--- src/rtl/instr_sequencer_pkg.sv ---
// rtl/instr_sequencer_pkg.sv - shared opcodes, field positions and FSM state encoding
package instr_sequencer_pkg;

    localparam logic [3:0] OP_NOP  = 4'h0;
    localparam logic [3:0] OP_ALU  = 4'h1;
    localparam logic [3:0] OP_LD   = 4'h2;
    localparam logic [3:0] OP_ST   = 4'h3;
    localparam logic [3:0] OP_BRZ  = 4'h4;
    localparam logic [3:0] OP_BRN  = 4'h5;
    localparam logic [3:0] OP_JMP  = 4'h6;
    localparam logic [3:0] OP_HALT = 4'hF;

    localparam int OP_MSB  = 15;
    localparam int OP_LSB  = 12;
    localparam int DR_MSB  = 11;
    localparam int DR_LSB  = 9;
    localparam int SA_MSB  = 8;
    localparam int SA_LSB  = 6;
    localparam int FS_MSB  = 5;
    localparam int FS_LSB  = 3;
    localparam int SB_MSB  = 2;
    localparam int SB_LSB  = 0;
    localparam int OFF_MSB = 5;
    localparam int OFF_LSB = 0;

    typedef logic [2:0] state_t;

    localparam state_t ST_FETCH    = 3'd0;
    localparam state_t ST_DECODE   = 3'd1;
    localparam state_t ST_EXEC     = 3'd2;
    localparam state_t ST_MEM_WAIT = 3'd3;
    localparam state_t ST_WB       = 3'd4;
    localparam state_t ST_HALT     = 3'd5;

endpackage

--- src/rtl/instr_decode.sv ---
// rtl/instr_decode.sv - combinational field extraction and opcode classification
module instr_decode
    import instr_sequencer_pkg::*;
(
    input  logic [15:0] ir,
    output logic [2:0]  dr,
    output logic [2:0]  sa,
    output logic [2:0]  sb,
    output logic [2:0]  fs,
    output logic [5:0]  offset,
    output logic        is_alu,
    output logic        is_ld,
    output logic        is_st,
    output logic        is_br,
    output logic        is_jmp,
    output logic        is_halt,
    output logic        is_illegal
);

    logic [3:0] w_op;

    assign w_op   = ir[OP_MSB:OP_LSB];
    assign dr     = ir[DR_MSB:DR_LSB];
    assign sa     = ir[SA_MSB:SA_LSB];
    assign sb     = ir[SB_MSB:SB_LSB];
    assign fs     = ir[FS_MSB:FS_LSB];
    assign offset = ir[OFF_MSB:OFF_LSB];

    // Classify the opcode; anything unlisted is illegal and behaves as a NOP
    always_comb begin
        is_alu     = 1'b0;
        is_ld      = 1'b0;
        is_st      = 1'b0;
        is_br      = 1'b0;
        is_jmp     = 1'b0;
        is_halt    = 1'b0;
        is_illegal = 1'b0;
        case (w_op)
            OP_NOP:  ;
            OP_ALU:  is_alu  = 1'b1;
            OP_LD:   is_ld   = 1'b1;
            OP_ST:   is_st   = 1'b1;
            OP_BRZ:  is_br   = 1'b1;
            OP_BRN:  is_br   = 1'b1;
            OP_JMP:  is_jmp  = 1'b1;
            OP_HALT: is_halt = 1'b1;
            default: is_illegal = 1'b1;
        endcase
    end

endmodule

--- src/rtl/instr_sequencer.sv ---
// rtl/instr_sequencer.sv - multi-cycle fetch/decode/execute control sequencer
module instr_sequencer
    import instr_sequencer_pkg::*;
#(
    parameter int BUS_WIDTH   = 16,
    parameter int MEM_TIMEOUT = 15
) (
    input  logic                 clk,
    input  logic                 reset,
    input  logic [BUS_WIDTH-1:0] instr,
    input  logic                 imem_valid,
    input  logic                 zero,
    input  logic                 negative,
    input  logic                 mem_ready,
    output logic [BUS_WIDTH-1:0] ir,
    output logic [2:0]           dr,
    output logic [2:0]           sa,
    output logic [2:0]           sb,
    output logic [2:0]           fs,
    output logic [5:0]           offset,
    output logic                 PL,
    output logic                 JB,
    output logic                 pc_en,
    output logic                 rf_we,
    output logic                 mem_re,
    output logic                 mem_we,
    output logic                 halted,
    output logic                 illegal,
    output logic                 bus_err,
    output logic [15:0]          retired
);

    state_t               r_state;
    logic [BUS_WIDTH-1:0] r_ir;
    logic [7:0]           r_wait_cnt;
    logic [15:0]          r_retired;
    logic                 r_illegal;
    logic                 r_bus_err;

    state_t w_next;
    logic   w_is_alu, w_is_ld, w_is_st, w_is_br, w_is_jmp, w_is_halt, w_is_illegal;
    logic   w_taken;
    logic   w_timeout;
    logic   w_retire;
    logic   w_exec, w_wait, w_wb;

    instr_decode u_decode (
        .ir         (r_ir),
        .dr         (dr),
        .sa         (sa),
        .sb         (sb),
        .fs         (fs),
        .offset     (offset),
        .is_alu     (w_is_alu),
        .is_ld      (w_is_ld),
        .is_st      (w_is_st),
        .is_br      (w_is_br),
        .is_jmp     (w_is_jmp),
        .is_halt    (w_is_halt),
        .is_illegal (w_is_illegal)
    );

    assign w_exec = (r_state == ST_EXEC);
    assign w_wait = (r_state == ST_MEM_WAIT);
    assign w_wb   = (r_state == ST_WB);

    // BRZ tests zero, BRN tests negative; flags only matter while in EXEC
    assign w_taken   = (r_ir[OP_MSB:OP_LSB] == OP_BRZ) ? zero : negative;
    // mem_ready on the last allowed cycle takes priority over the timeout
    assign w_timeout = w_wait && !mem_ready && (r_wait_cnt == 8'(MEM_TIMEOUT - 1));
    // An instruction retires on its return to FETCH; HALT retires on entry to HALT
    assign w_retire  = w_wb || (w_exec && (w_is_br || w_is_jmp || w_is_halt));

    // Next-state selection for the instruction sequencing FSM
    always_comb begin
        w_next = r_state;
        case (r_state)
            ST_FETCH:    if (imem_valid) w_next = ST_DECODE;
            ST_DECODE:   w_next = ST_EXEC;
            ST_EXEC: begin
                if (w_is_br || w_is_jmp)      w_next = ST_FETCH;
                else if (w_is_ld || w_is_st)  w_next = ST_MEM_WAIT;
                else if (w_is_halt)           w_next = ST_HALT;
                else                          w_next = ST_WB;
            end
            ST_MEM_WAIT: begin
                if (mem_ready)      w_next = ST_WB;
                else if (w_timeout) w_next = ST_HALT;
            end
            ST_WB:       w_next = ST_FETCH;
            ST_HALT:     w_next = ST_HALT;
            default:     w_next = ST_FETCH;
        endcase
    end

    // State, instruction latch, wait counter, retire counter and sticky flags
    always_ff @(posedge clk or posedge reset) begin
        if (reset) begin
            r_state    <= ST_FETCH;
            r_ir       <= '0;
            r_wait_cnt <= '0;
            r_retired  <= '0;
            r_illegal  <= 1'b0;
            r_bus_err  <= 1'b0;
        end else begin
            r_state <= w_next;
            if (r_state == ST_FETCH && imem_valid)
                r_ir <= instr;
            if (w_wait)
                r_wait_cnt <= r_wait_cnt + 8'd1;
            else
                r_wait_cnt <= '0;
            if (w_retire)
                r_retired <= r_retired + 16'd1;
            if (w_exec && w_is_illegal)
                r_illegal <= 1'b1;
            if (w_timeout)
                r_bus_err <= 1'b1;
        end
    end

    // Strobes decode from the current state so a reset removes them at once
    assign PL     = w_exec && ((w_is_br && w_taken) || w_is_jmp);
    assign JB     = w_exec && w_is_jmp;
    assign pc_en  = (w_exec && w_is_br && !w_taken) || w_wb;
    assign rf_we  = w_wb && (w_is_alu || w_is_ld);
    assign mem_re = w_wait && w_is_ld;
    assign mem_we = w_wait && w_is_st;

    assign ir      = r_ir;
    assign halted  = (r_state == ST_HALT);
    assign illegal = r_illegal;
    assign bus_err = r_bus_err;
    assign retired = r_retired;

endmodule

--- config.mk ---
export PLATFORM = sky130hd
export DESIGN_NAME = instr_sequencer
export DESIGN_NICKNAME = d
export VERILOG_FILES = /design/src/rtl/instr_sequencer_pkg.sv /design/src/rtl/instr_decode.sv /design/src/rtl/instr_sequencer.sv
export SDC_FILE = /design/constraint.sdc
export NUM_CORES = 1
export LEC_CHECK = 0
export CORE_UTILIZATION = 45
export CTS_CLUSTER_DIAMETER = 40
export DETAILED_ROUTE_END_ITERATION = 6
export PLACE_DENSITY_LB_ADDON = 0.12
export SYNTH_ARGS = -nofsm -noshare
export SYNTH_HDL_FRONTEND = slang
export SYNTH_SLANG_ARGS = --single-unit
--- constraint.sdc ---
create_clock -name clk -period 2.15 [get_ports clk]
set_input_delay 0.5375 -clock clk [delete_from_list [all_inputs] [get_ports clk]]
set_output_delay 0.5375 -clock clk [all_outputs]
set_load 0.02 [all_outputs]
# Word level (Yosys, flattened, before mapping)
# Index checks and enable logic that the tools add are counted.
[classes]
eq_ne = 15
reduce_logical = 27
mux = 16
add_sub_neg = 2
[ops]
columns = ["cell", "n"]
rows = [
  ["$add 16x1->16 const B", 1],
  ["$mux 3", 5],
  ["$pmux 3 s5", 1],
  ["$logic_and 1x1->1", 13],
  ["$eq 4x3->1 const B", 3],
  ["$mux 1", 9],
  ["$add 8x1->8 const B", 1],
  ["$eq 4x2->1 const B", 2],
  ["$eq 8x4->1 const B", 1],
  ["$mux 8", 1],
  ["$reduce_or 8->1", 1],
  ["$logic_or 1x1->1", 7],
  ["$eq 3x2->1 const B", 2],
  ["$eq 3x3->1 const B", 2],
  ["$eq 4x1->1 const B", 1],
  ["$eq 4x4->1 const B", 1],
  ["$logic_not 4->1", 1],
  ["$eq 3x1->1 const B", 1],
  ["$logic_not 3->1", 1],
  ["$ne 3x3->1 const B", 1],
  ["$logic_not 1->1", 2],
  ["$ne 2x2->1 const B", 1],
  ["$reduce_and 2->1", 1],
  ["$reduce_or 2->1", 1],
]
[word_totals]
output_inout_bits = 59
reg_bits = 45
wordCells = 66
inputBits = 22

# Logic depth before layout (Yosys ltp)
# Gate-level depths: netlist (run 1).
[depth]
depth_word = 7
ltp_mapped = 6
depth_no_buf = 5

# By module
# A second synthesis (run 1) with hierarchy kept.
[unflattened]
cells_unflattened = 204
area_unflattened_um2 = 2229.6
[modules_own_cells]
columns = ["module", "seq_area_each_um2", "n_inst", "area_each_um2", "cells_per_inst"]
rows = [
  ["instr_sequencer", 1126.1, 1, 2030.7, 174],
  ["instr_decode", 0.0, 1, 198.9, 30],
]

# Least setup slack after synthesis (run 1)
# OpenSTA, ideal clock, no wires.
[synth_path]
path_kind = "register -> output"
start = "reg r_ir[12] (netlist: ir[12])"
end = "out pc_en"
path_slack_ns = -0.140
t_arrival_ns = 1.752
n_path_buf = 1
path_stages_with_launch = 5
required_time_ns = 1.612
path_cell_list = "dfrtp_1 buf_2 nor3b_1 mux2_2 o31ai_1"
[synth_between]
elab_chain_len = 6
word_cells_on_any_way = 9
cone_classes = "2 x eq/ne; 2 x mux; 5 x reduce/logical"
[synth_lines]
columns = ["item", "line", "rtl"]
rows = [
  ["from (decl)", "instr_sequencer.sv:34", "logic [BUS_WIDTH-1:0] r_ir;"],
  ["from (signal assigned)", "instr_sequencer.sv:108", "r_ir <= instr;"],
  ["$eq 4x3->1 (on tied branches)", "instr_decode.sv:38, instr_sequencer.sv:68", ""],
  ["$reduce_or 2->1 (no source line)", "-", ""],
  ["$mux 1", "instr_decode.sv:38", "case (w_op)"],
  ["$logic_and 1x1->1", "instr_sequencer.sv:125", "assign pc_en = (w_exec && w_is_br && !w_taken) || w_wb;"],
  ["$logic_and 1x1->1 (*)", "instr_sequencer.sv:125", ""],
  ["$logic_or 1x1->1 (*)", "instr_sequencer.sv:125", ""],
  ["to (decl)", "instr_sequencer.sv:23", "output logic pc_en,"],
]
# Mark *: on every way between the ends. The rest lies on a longest branch, timed or not.

# Worst setup path in the final report (run 1)
# Same ends and word-level chain as after synthesis.

==> flow_summary.ini, run 1 <==
[cells_and_area]
syn_to_final_growth_pct = 38.80
diodes = 0
layout.nets = 303
final_cell_mix = 73 x clkdlybuf4s50_1, 44 x dfrtp_1, 18 x xor2_1
drive_above_1_share = 0.2258
final_common_cell = clkdlybuf4s50_1
fillers = 395
fin_util = 0.6687

[placement]
numPortBuffers = 80
dp_hpwl_mm = 3.577
place_ws_ns = -0.4957
routabilityCongestion = 0.7920

[floorplan]
die_height_um = 74.28
coreArea_um2 = 4880
start_util = 0.4818
rows = 25
die_w_um = 74.28
io_pins = 81
die_area_um2 = 5518

[timing]
layout_setup_ws_ns = -0.007278
max_slew_margin = 0.7357
setup_viol = 1
fmax_ghz = 0.4635
worst_clock_skew_ns = 0.01014
hold_viol_final = 0
drv_slew = 0
hold_slack_ns = 0.4663
tightest_slew_ns = 0.3954
rsz0062_at_grt = true
finalCriticalPeriod_ns = 2.157
fin_setup_tns_ns = -0.007278
post-route-period-util = 1.003

[clock_network]
cts_max_level = 2
cts-buffers-inserted = 5
cts_tree = done
clock_path_buffers = 2
clk_latency_ns = 0.30
clk_pin_slew_ns = 0.09
numClockSinks = 45
cts_root_buf = clkbuf_8

[worst_hold_path]
hp-class = reg -> reg
min_delay_path_depth = 1
min_from = retired[15]
worstHoldEndpoint = retired[15]

[critical_path]
required_ns = 1.61
r2r_start = r_state[2]
path_max_fanout = 2
worstSetupEndpointType = output pin
reg2reg_depth = 7
crit_type = reg -> out
worstSetupStartpointType = flop
reg2reg_to = retired[6]
worstSetupStartpoint = ir[12]
reg2reg_slack_ns = 0.24
cp.arrival_ns = 1.62

[grt]
grt_pass1_vias = 1575
grt_pass1_wl_mm = 7.610
gr-usage-all-layers = 0.1868
antenna_found_initial = 0
overflow = 0
grt_max_degree = 46

[drt]
drtIter0Drc = 63
drc = 0
vias = 1763
wl_per_cell_um = 14.06
drt-total-wl_mm = 4.864
drtPass1Iterations = 4
detail-route-antenna-nets = 0
routed_via_density = 5.095

[power]
total_power_mw = 4.187
ir_drop_v = 0.0005542
power_density_nw_per_um2 = 1283
p_leak_nw = 1.412

[yosys]
ys_ff_latch = 45
yosys.cell_types.count = 42
syn_inst = 206
yosys_warnings = 0
synth_fp_nets = 231
seq_area_frac_synth = 0.4790
netlist_area_um2 = 2351
syn_area_per_cell_um2 = 11.41

[flow_run]
cap_violations = 0

[outcome]
status = finished, violations left
violations = setup timing
## per-stage QoR
stage                     instance area, µm²  cells
final                                   3263    346
after global routing                    3263    346
after CTS                               3252    346
after detailed placement                3168    338
after global placement                  3168    338
after floorplan                         2356    206
## logic make-up after synthesis
group | share of synthesized area
fa+ha+maj | 0.01597
xor+xnor | 0.08568
buf+inv | 0.09419
flops | 0.4790
simple gates | 0.1964
compound gates | 0.04258
mux | 0.08621
## final cells by class
class                   count  area [µm²]  area share
inverters                   3       11.26    0.003451
well taps                  67       83.83     0.02569
flip-flops and latches     45        1127      0.3455
clock buffers               6       72.57     0.02224
repair buffers             95       914.6      0.2803
clock inverters             2       10.01    0.003067
multi-input cells         128        1044      0.3198
## cells in the mapped netlist (all sizes together)
master	number	area (µm²)
dfrtp	45	1126
buf	26	195.2
mux2	18	202.7
xor2	18	157.7
nor2	15	56.30
nand2	11	41.29
nand3	10	50.05
nor4	8	65.06
nor3	6	45.04
xnor2	5	43.79
clkbuf	4	15.01
nand4	4	25.02
nor3b	4	41.29
ha	3	37.54
inv	3	11.26
nand3b	3	22.52
nor4b	3	47.54
a21o	2	15.01
nand2b	2	12.51
o21ai	2	10.01
a21bo	1	10.01
a21oi	1	5.000
a41oi	1	27.53
and2	1	6.260
and2b	1	7.510
and3	1	6.260
and4	1	8.760
and4b	1	10.01
o211ai	1	7.510
o311ai	1	8.760
o31ai	1	7.510
o32ai	1	8.760
or2	1	6.260
or4b	1	10.01
## routing by layer
metal | global-route usage | part of all wire | up-vias
met5 | 0 | 0 | -
met4 | 0.06289 | 0.010 | 0
met3 | 0.05420 | 0.074 | 4
met2 | 0.3101 | 0.48 | 67
met1 | 0.2353 | 0.43 | 856
li1 | - | - | 836
## state kept, by name (all words and copies together) (netlist names)
name and count:
bus_err 1, r_wait_cnt 8, ir 16, illegal 1, retired 16, r_state 3
## critical path, cell delays in order, from the launching register on
cell	delay, ns
dfrtp_1	0.39
nor3b_2	0.22
mux2_4	0.34
o31ai_4	0.23
buf_6	0.15
## timing repair
action,in CTS,in global routing
pin swaps,0,1
setup buffers,0,0
hold buffers,0,0
endpoints found under the setup margin,7,7
resized for setup,29,9
## power breakdown
| part | total, mW | internal (mW) | leakage [nW] | switching (mW) |
|---|---|---|---|---|
| clock network | 0.496 | 0.225 | 0.0450 | 0.271 |
| logic | 2.37 | 1.20 | 0.791 | 1.17 |
| registers | 1.32 | 1.08 | 0.577 | 0.235 |
## worst max-delay path by stage
stage / endpoint / slack [ns] / cells past startpoint
6_report: pc_en / -0.007 / 4
5_1_grt: pc_en / -0.07 / 4
4_1_cts: pc_en / -0.02 / 4
3_5_place_dp: PL / -0.50 / 5
3_3_place_gp: PL / -0.50 / 5
2_1_floorplan: pc_en / 0.02 / 4
No activity file was read; power rests on OpenSTA's default activity.
==> run 2, diff against run 1 <==
- GPL_ROUTABILITY_DRIVEN: unset -> 0
==> results of run 2 <==
Final layout, timing and power as in run 1 (identical DEF).
